$ cat src/rtl/nn_pkg.sv
// Shared types and widths for the step scheduler: FSM state encoding and
// the fixed widths of the owner and step outputs.
package nn_pkg;

   localparam int STEP_W  = 5;
   localparam int OWNER_W = 3;

   typedef enum logic [1:0] {
      IDLE  = 2'd0,
      GRANT = 2'd1,
      RUN   = 2'd2,
      DONE  = 2'd3
   } state_t;

endpackage

$ cat src/rtl/nn_step_scheduler_if.sv
// Requester-side bus of the step scheduler: level requests and hold in,
// grant, owner index, step sequencing and completion pulses out.
interface nn_step_scheduler_if #(
   parameter int NUM_REQ = 4
) ();

   logic [NUM_REQ-1:0]         req;
   logic                       hold;
   logic [NUM_REQ-1:0]         gnt;
   logic [nn_pkg::OWNER_W-1:0] owner;
   logic [nn_pkg::STEP_W-1:0]  step;
   logic                       step_valid;
   logic                       done;
   logic                       aborted;

   // Requester side: drives requests and hold, observes the sequencer.
   modport master (
      output req, hold,
      input  gnt, owner, step, step_valid, done, aborted
   );

   // Scheduler side.
   modport slave (
      input  req, hold,
      output gnt, owner, step, step_valid, done, aborted
   );

endinterface

$ cat src/rtl/nn_rr_pick.sv
// Combinational winner selection: lowest set request at or above the
// pointer, wrapping to the lowest set request overall. A pointer of zero
// degenerates to fixed lowest-index priority.
module nn_rr_pick
   import nn_pkg::*;
#(
   parameter int NUM_REQ = 4
) (
   input  logic [NUM_REQ-1:0] req,
   input  logic [OWNER_W-1:0] ptr,
   output logic [NUM_REQ-1:0] onehot,
   output logic [OWNER_W-1:0] idx,
   output logic               any
);

   logic [NUM_REQ-1:0] mask;
   logic [NUM_REQ-1:0] masked;
   logic [NUM_REQ-1:0] cand;

   // Positions at or above the pointer are searched first.
   for (genvar gi = 0; gi < NUM_REQ; gi++) begin : g_mask
      assign mask[gi] = (OWNER_W'(gi) >= ptr);
   end

   assign masked = req & mask;
   assign cand   = (|masked) ? masked : req;
   assign onehot = cand & (~cand + NUM_REQ'(1));
   assign any    = |req;

   // Encode the isolated one-hot winner into an index.
   always_comb begin
      idx = '0;
      for (int i = 0; i < NUM_REQ; i++) begin
         if (onehot[i]) idx = OWNER_W'(i);
      end
   end

endmodule

$ cat src/rtl/nn_step_scheduler.sv
// Step scheduler: grants one requester at a time and walks it through
// NUM_STEPS steps (GRANT -> RUN -> DONE), with hold freezing the step and
// an abort when the owner withdraws its request.
// Optional feature: define NN_SCHED_RR_EN for round-robin arbitration;
// otherwise the lowest requester index always wins.
module nn_step_scheduler
   import nn_pkg::*;
#(
   parameter int NUM_REQ   = 4,
   parameter int NUM_STEPS = 16
) (
   input  logic              clk,
   input  logic              rst,
   nn_step_scheduler_if.slave bus
);

   localparam logic [STEP_W-1:0] LAST_STEP = STEP_W'(NUM_STEPS - 1);

   state_t              state_reg, state_next;
   logic [STEP_W-1:0]   step_reg, step_next;
   logic [OWNER_W-1:0]  owner_reg, owner_next;
   logic [NUM_REQ-1:0]  gnt_reg, gnt_next;
   logic                aborted_reg, aborted_next;

   logic [NUM_REQ-1:0]  pick_onehot;
   logic [OWNER_W-1:0]  pick_idx;
   logic                pick_any;
   logic [OWNER_W-1:0]  ptr;
   logic                owner_req;

   nn_rr_pick #(.NUM_REQ(NUM_REQ)) u_pick (
      .req    (bus.req),
      .ptr    (ptr),
      .onehot (pick_onehot),
      .idx    (pick_idx),
      .any    (pick_any)
   );

   // The owner still wants the job; gnt_reg is one-hot on the owner.
   assign owner_req = |(bus.req & gnt_reg);

   // State and datapath registers, cleared asynchronously.
   always_ff @(posedge clk or posedge rst) begin
      if (rst) begin
         state_reg   <= IDLE;
         step_reg    <= '0;
         owner_reg   <= '0;
         gnt_reg     <= '0;
         aborted_reg <= 1'b0;
      end else begin
         state_reg   <= state_next;
         step_reg    <= step_next;
         owner_reg   <= owner_next;
         gnt_reg     <= gnt_next;
         aborted_reg <= aborted_next;
      end
   end

   // Next-state logic: arbitration, step advance, completion and abort.
   always_comb begin
      state_next   = state_reg;
      step_next    = step_reg;
      owner_next   = owner_reg;
      gnt_next     = gnt_reg;
      aborted_next = 1'b0;
      case (state_reg)
         IDLE: begin
            if (pick_any) begin
               state_next = GRANT;
               owner_next = pick_idx;
               gnt_next   = pick_onehot;
               step_next  = '0;
            end
         end
         GRANT, RUN: begin
            if (!owner_req) begin
               // Owner withdrew: drop the job, pulse aborted in IDLE.
               state_next   = IDLE;
               step_next    = '0;
               owner_next   = '0;
               gnt_next     = '0;
               aborted_next = 1'b1;
            end else if (state_reg == GRANT) begin
               state_next = RUN;
               step_next  = '0;
            end else if (!bus.hold) begin
               if (step_reg == LAST_STEP) begin
                  state_next = DONE;
                  step_next  = '0;
               end else begin
                  step_next = step_reg + STEP_W'(1);
               end
            end
         end
         DONE: begin
            // Request changes are ignored here; the job always completes.
            state_next = IDLE;
            owner_next = '0;
            gnt_next   = '0;
         end
         default: state_next = IDLE;
      endcase
   end

`ifdef NN_SCHED_RR_EN
   logic [OWNER_W-1:0] ptr_reg;
   logic               ptr_update;

   assign ptr_update = (state_reg == DONE) ||
                       (((state_reg == GRANT) || (state_reg == RUN)) && !owner_req);

   // Round-robin pointer: search starts just past the owner that finished.
   always_ff @(posedge clk or posedge rst) begin
      if (rst) begin
         ptr_reg <= '0;
      end else if (ptr_update) begin
         ptr_reg <= (owner_reg == OWNER_W'(NUM_REQ - 1)) ? '0 : owner_reg + OWNER_W'(1);
      end
   end

   assign ptr = ptr_reg;
`else
   assign ptr = '0;
`endif

   assign bus.gnt        = gnt_reg;
   assign bus.owner      = owner_reg;
   assign bus.step       = step_reg;
   assign bus.step_valid = (state_reg == RUN);
   assign bus.done       = (state_reg == DONE);
   assign bus.aborted    = aborted_reg;

endmodule

$ cat src/flat_wrapper.sv
// flat-port wrapper written by rule: the top's interface ports become plain ports
module nn_step_scheduler_flat import nn_pkg::*;
#(
   parameter int NUM_REQ   = 4,
   parameter int NUM_STEPS = 16
)
  (clk, rst, bus_req, bus_hold, bus_gnt, bus_owner, bus_step, bus_step_valid, bus_done, bus_aborted);
  nn_step_scheduler_if #(.NUM_REQ(NUM_REQ)) bus_i ();
  input  logic clk;
  input  logic rst;
  input wire logic [$bits(bus_i.req)-1:0] bus_req;
  input wire logic [$bits(bus_i.hold)-1:0] bus_hold;
  output wire logic [$bits(bus_i.gnt)-1:0] bus_gnt;
  output wire logic [$bits(bus_i.owner)-1:0] bus_owner;
  output wire logic [$bits(bus_i.step)-1:0] bus_step;
  output wire logic [$bits(bus_i.step_valid)-1:0] bus_step_valid;
  output wire logic [$bits(bus_i.done)-1:0] bus_done;
  output wire logic [$bits(bus_i.aborted)-1:0] bus_aborted;
  assign bus_i.req = bus_req;
  assign bus_i.hold = bus_hold;
  assign bus_gnt = bus_i.gnt;
  assign bus_owner = bus_i.owner;
  assign bus_step = bus_i.step;
  assign bus_step_valid = bus_i.step_valid;
  assign bus_done = bus_i.done;
  assign bus_aborted = bus_i.aborted;
  nn_step_scheduler #(.NUM_REQ(NUM_REQ), .NUM_STEPS(NUM_STEPS)) u_core (.clk(clk), .rst(rst), .bus(bus_i));
endmodule
$ cat config.mk
export PLATFORM = sky130hd
export DESIGN_NAME = nn_step_scheduler_flat
export DESIGN_NICKNAME = d
export VERILOG_FILES = /design/src/rtl/nn_pkg.sv /design/src/rtl/nn_step_scheduler_if.sv /design/src/rtl/nn_rr_pick.sv /design/src/rtl/nn_step_scheduler.sv /design/src/flat_wrapper.sv
export SDC_FILE = /design/constraint.sdc
export NUM_CORES = 1
export LEC_CHECK = 0
export ABC_AREA = 1
export CAP_MARGIN = 10
export CORE_MARGIN = 4
export CORE_UTILIZATION = 51
export CTS_CLUSTER_DIAMETER = 120
export DETAILED_ROUTE_END_ITERATION = 8
export PLACE_DENSITY = 0.91
export SLEW_MARGIN = 20
export SYNTH_ARGS = -nofsm -noshare
export SYNTH_HDL_FRONTEND = slang
export SYNTH_SLANG_ARGS = --single-unit
$ cat constraint.sdc
create_clock -name clk -period 2.3 [get_ports clk]
set_clock_uncertainty 0.05 [all_clocks]
set_input_delay 0.575 -clock clk [delete_from_list [all_inputs] [get_ports clk]]
set_output_delay 0.575 -clock clk [all_outputs]
set_load 0.005 [all_outputs]
; ---- Word-level counts from Yosys, hierarchy flattened
; Cells that the tools add are included.
[word_totals]
ff_bits = 15
input_bits = 7
out_inout_bits = 15
wordCells = 49
[op_classes]
addsub = 2
n_eq_ne = 8
n_mux = 23
n_bitwise = 3
n_reduce_logical = 8
[op_table]
columns = op, n
row1 = two-way mux 5 bit, 5
row2 = two-way mux 3 bit, 4
row3 = case mux 4 bit (3 select lines), 1
row4 = two-way mux 2 bit, 5
row5 = case mux 5 bit (2 select lines), 1
row6 = case mux 3 bit (3 select lines), 1
row7 = bitwise AND 4 bit, 2
row8 = two-way mux 4 bit, 2
row9 = "inequality test 4 bit, second input constant", 2
row10 = OR reduction 4 bit, 2
row11 = case mux 2 bit (3 select lines), 1
row12 = AND reduction 3 bit, 2
row13 = "adder 5 x 1 -> 5 bit, second input constant", 1
row14 = "equality test 5 x 4 -> 1 bit, second input constant", 1
row15 = "adder 4 x 1 -> 4 bit, second input constant", 1
row16 = "equality test 2 bit, second input constant", 2
row17 = NOT 4 bit, 1
row18 = two-way mux 1 bit, 3
row19 = "equality test 2 x 1 -> 1 bit, second input constant", 1
row20 = logical NOT 2 bit, 1
row21 = "inequality test 2 x 1 -> 1 bit, second input constant", 1
row22 = "inequality test 2 bit, second input constant", 1
row23 = AND reduction 2 bit, 1
row24 = nonzero test 2 bit, 1
row25 = OR reduction 2 bit, 1

; ---- Depth between registers and ports, before layout
[depth]
word_depth = 8
ltp_mapped = 10
ltp_nobuf = 10

; ---- Modules after synthesis
; From an unflattened synthesis, not the netlist that was laid out.
[hier_totals]
cells_unflattened = 147
hier_area_um2 = 1122.3
[modules_own_cells]
columns = mod, n_inst, cells_per_inst, area_each_um2, seq_area_each_um2
row1 = nn_step_scheduler, 1, 112, 929.6, 375.4
row2 = nn_rr_pick, 1, 35, 192.7, 0.0

; ---- Least setup slack after synthesis
; No wires, ideal clock.
[synth_path]
kind = register -> register
start = register u_core.state_reg[0]
end = register u_core.owner_reg[0], in the netlist u_core.bus.owner[0]
setup_time_ps = 126
t_arrival_ps = 1253
required_time_ps = 2124
path_slack_ps = 871
path_stages_with_launch = 9
n_path_buf = 0
synth_period_minus_slack_ps = 1429
cell_sequence = dfrtp_1 -> inv_1 -> ha_1 -> inv_1 -> nor2_2 -> nor2_2 -> inv_2 -> nand2_2 -> nand3_1
[synth_between]
elab_chain_cells = 4
elab_cells_between_ends = 9
classes_between = 5 x eq/ne / 1 x mux / 3 x reduce/logical
[synth_rtl]
columns = item, line
row1 = from (decl), nn_step_scheduler.sv:19  ; state_t state_reg, state_next;
row2 = from (signal assigned), nn_step_scheduler.sv:51  ; state_reg <= state_next;
row3 = equality test 2 bit or equality test 2 x 1 -> 1 bit (tied branches), nn_step_scheduler.sv:66  ; case (state_reg)
row4 = OR reduction 2 bit, nn_step_scheduler.sv:66
row5 = inequality test 2 bit (no line), --
row6 = AND reduction 2 bit (no line), --
row7 = to (signal assigned), nn_step_scheduler.sv:53  ; owner_reg <= owner_next;
row8 = to (decl), nn_step_scheduler.sv:21  ; logic [OWNER_W-1:0] owner_reg, owner_next;
; Parallel ways exist; a longest one is shown, timed or not.
; A chain may end at the register's enable or synchronous reset.

; ---- Final worst setup path
[layout_path]
start = register u_core.state_reg[0]
end = output port bus_step_valid
[layout_between]
elab_chain_cells = 1
[layout_rtl]
columns = item, line
row1 = equality test 2 bit, nn_step_scheduler.sv:129  ; assign bus.step_valid = (state_reg == RUN);
row2 = to (decl), flat_wrapper.sv:16  ; output wire logic [$bits(bus_i.step_valid)-1:0] bus_step_valid;
; Every way passes these cells.

==> flow_summary.toml <==
[outcome]
outcome = "complete, no violations"

[logic_synthesis]
post-synth-top-count-cell = "nand2_1"
synth_fp_nets = 129
syn_area_per_cell_um2 = 7.647
synth_edf_count = 0
synth_cell_type_count = 21
synth_top_cell_by_area = "dfrtp_1"
synthCells = 116
synth.area.top_cells = "dfrtp_1, nand2_1, ha_1"
synth-main-ff-cell = "dfrtp_1"
ys_warn_count = 0
synth-seq-area-share_pct = 39.49
syn-cell-area_um2 = 887.1
yosysTopAreaCellShare_pct = 39.49
synth_seq_cells = 14
synthTopCellsByCount = "nand2_1, dfrtp_1, inv_1"
synthArstFlopShare_pct = 100.0

[timing]
rsz0062_at_grt = "no"
holdWs_ps = 463.1
max_freq_ghz = 0.4752
fin_setup_tns_ps = 0
worst_pin_slew_ps = 549.1
relSlewSlack_pct = 63.35
layout_worst_path_cycle_share_pct = 91.49
final-hold-violation-count = 0
setup_viol = 0
drv_slew = 0
fin_crit_ps = 2104

[cts]
cts_resized = 0
clockBufferDepth = 2
cts_root_buffer = "clkbuf_4"
cts_hold_buf = 0
cts_setup_buffers = 0
cts_made_buffers = 3
path_clk_slew_ps = 90
clkLatencyLatePin_ps = 280
cts_tree = "yes"
clock-sinks = 14
h-tree-depth = 1

[placement]
gp_congestion = 0.7730
portBuffers = 20
place_hpwl_mm = 1.453

[finish]
largest_reg_flops = 5
layout.nets = 153
drive_gt1_share_pct = 17.27
antenna_cells = 0
fillers = 113
syn2layout_area_growth_pct = 28.07

[die]
rows = 14
fp.dieW_um = 49.71
start_util_pct = 56.27
io_pins = 22
die-area_um2 = 2471
dieHeight_um = 49.71
coreArea_um2 = 1577

[global_route]
grt_remaining_overflow = 0
grt_pass1_vias = 802
grt_max_degree = 15
antenna_found_initial = 0
grt_usage_pct = 19.02
grt_pass1_wl_mm = 3.588

[drt]
vias_per_cell = 5.290
drcViolationCount = 0
drt_iter0_markers = 30
dr.pass1.iters = 4
dr_total_vias = 820
wl_per_cell_um = 12.79
drt_wl_total_mm = 1.982
ant_nets = 0

[pwr]
ir_drop_mv = 0.7643
power.share.sequential_pct = 30.3
p_int_uw = 650.6
power_density_nw_per_um2 = 1033
p_leak_nw = 0.5991
switching_share_pct = 44.55
pwr-share-clk_pct = 15.4
pwr-share-comb_pct = 54.3
p_switching_uw = 522.8

[setup_path]
worst_setup_path_start_kind = "flop"
worstPathRequired_ps = 1670
reg2regPathDepth = 9
worstPathArrival_ps = 1480
r2r-start = "u_core.state_reg[0]"
cp_max_fo = 4
crit_type = "flop to output pin"
r2r_slack_ps = 650
r2r_end = "u_core.bus.step[4]"
end_kind = "output pin"

[hold_path]
min_path_cells = 2
min_path_type = "flop to flop"
whs_endpoint = "u_core.bus.owner[1]"
hp-start = "u_core.bus.owner[1]"

[flow_run]
maxCapViolCount = 0
## area by class of cell
class / count / area (µm²) / share of cell area (%)
Multi-Input combinational cell: 85 / 469.2 / 41.30
Sequential cell: 14 / 350.3 / 30.84
Tap cell: 16 / 20.02 / 1.762
Clock buffer: 4 / 36.28 / 3.194
Inverter: 16 / 60.06 / 5.286
Timing Repair Buffer: 20 / 200.2 / 17.62
## per-layer routing
layer	wire length, µm	GRT usage (%)	vias up
met1	873	23.12	383
met4	20	8.756	0
met2	990	31.28	27
met5	0	0	-
li1	-	-	405
met3	98	4.819	5
## critical path, stage by stage (launching register included)
cell and delay, ps:
dfrtp_1 420, inv_1 120, ha_1 160, clkdlybuf4s50_1 500
## kinds of logic (layout without fill, tap and decap cells)
family | Yosys count | in the layout | share of synthesized area (%)
AO/OA/AOI/OAI | 2 | 2 | 1.127
XOR/XNOR | 1 | 1 | 0.9875
adder cells (fa/ha/maj) | 6 | 6 | 8.462
buffers and inverters | 17 | 40 | 7.617
flip-flops | 14 | 14 | 39.49
other | 1 | 1 | 0.4227
AND/OR/NAND/NOR | 75 | 75 | 41.89
## metrics by stage
| stage | setup slack (ps) | cell area, µm² | utilization, % | power, mW | instances |
|---|---|---|---|---|---|
| 2_1_floorplan | 870.7 | 887.1 | - | 0.7776 | 116 |
| 3_3_place_gp | 385.6 | 1100 | 69.76 | 0.9598 | 151 |
| 3_5_place_dp | 312.2 | 1100 | 69.76 | 0.9801 | 151 |
| 4_1_cts | 185.5 | 1136 | 72.06 | 1.172 | 155 |
| 5_1_grt | 105.4 | 1136 | 72.06 | 1.280 | 155 |
| 6_report | 195.7 | 1136 | 72.06 | 1.173 | 155 |
## cells in the final DEF (no fill, tap or decap)
master | synthesis | routed
o21ai_0 | 1 | 1
nand2_4 | 2 | 2
nor2_2 | 6 | 6
ha_1 | 6 | 6
inv_1 | 11 | 11
nand4_1 | 4 | 4
nor2_1 | 8 | 8
or2_2 | 1 | 1
nand3_1 | 8 | 8
clkbuf_8 | 0 | 1
clkdlybuf4s50_1 | 0 | 20
nand3_4 | 1 | 1
dfrtp_1 | 14 | 14
nand2_1 | 39 | 39
nor2_4 | 1 | 1
nand2_2 | 3 | 3
inv_2 | 5 | 5
a21oi_1 | 1 | 1
conb_1 | 1 | 1
nor3_1 | 1 | 1
nand3b_2 | 1 | 1
clkbuf_4 | 0 | 3
xor2_1 | 1 | 1
## worst max-delay path by stage
stage / from / end / slack (ps) / depth (start not counted)
2_1_floorplan: u_core.state_reg[0] / u_core.bus.owner[0] / 870 / 8
3_3_place_gp: bus_req[2] / u_core.state_reg[1] / 390 / 10
3_5_place_dp: bus_req[1] / u_core.bus.owner[1] / 310 / 9
4_1_cts: u_core.state_reg[0] / bus_step_valid / 190 / 3
5_1_grt: u_core.state_reg[0] / bus_step_valid / 110 / 3
6_report: u_core.state_reg[0] / bus_step_valid / 200 / 3
## power by group through the flow
stage / registers (mW) / logic, mW / clock network, mW
2_1_floorplan: 0.357 / 0.421 / 0
3_3_place_gp: 0.358 / 0.602 / 0
3_5_place_dp: 0.361 / 0.619 / 0
4_1_cts: 0.354 / 0.634 / 0.183
5_1_grt: 0.365 / 0.714 / 0.201
6_report: 0.355 / 0.637 / 0.181
No activity file was read; power rests on OpenSTA's default activity.
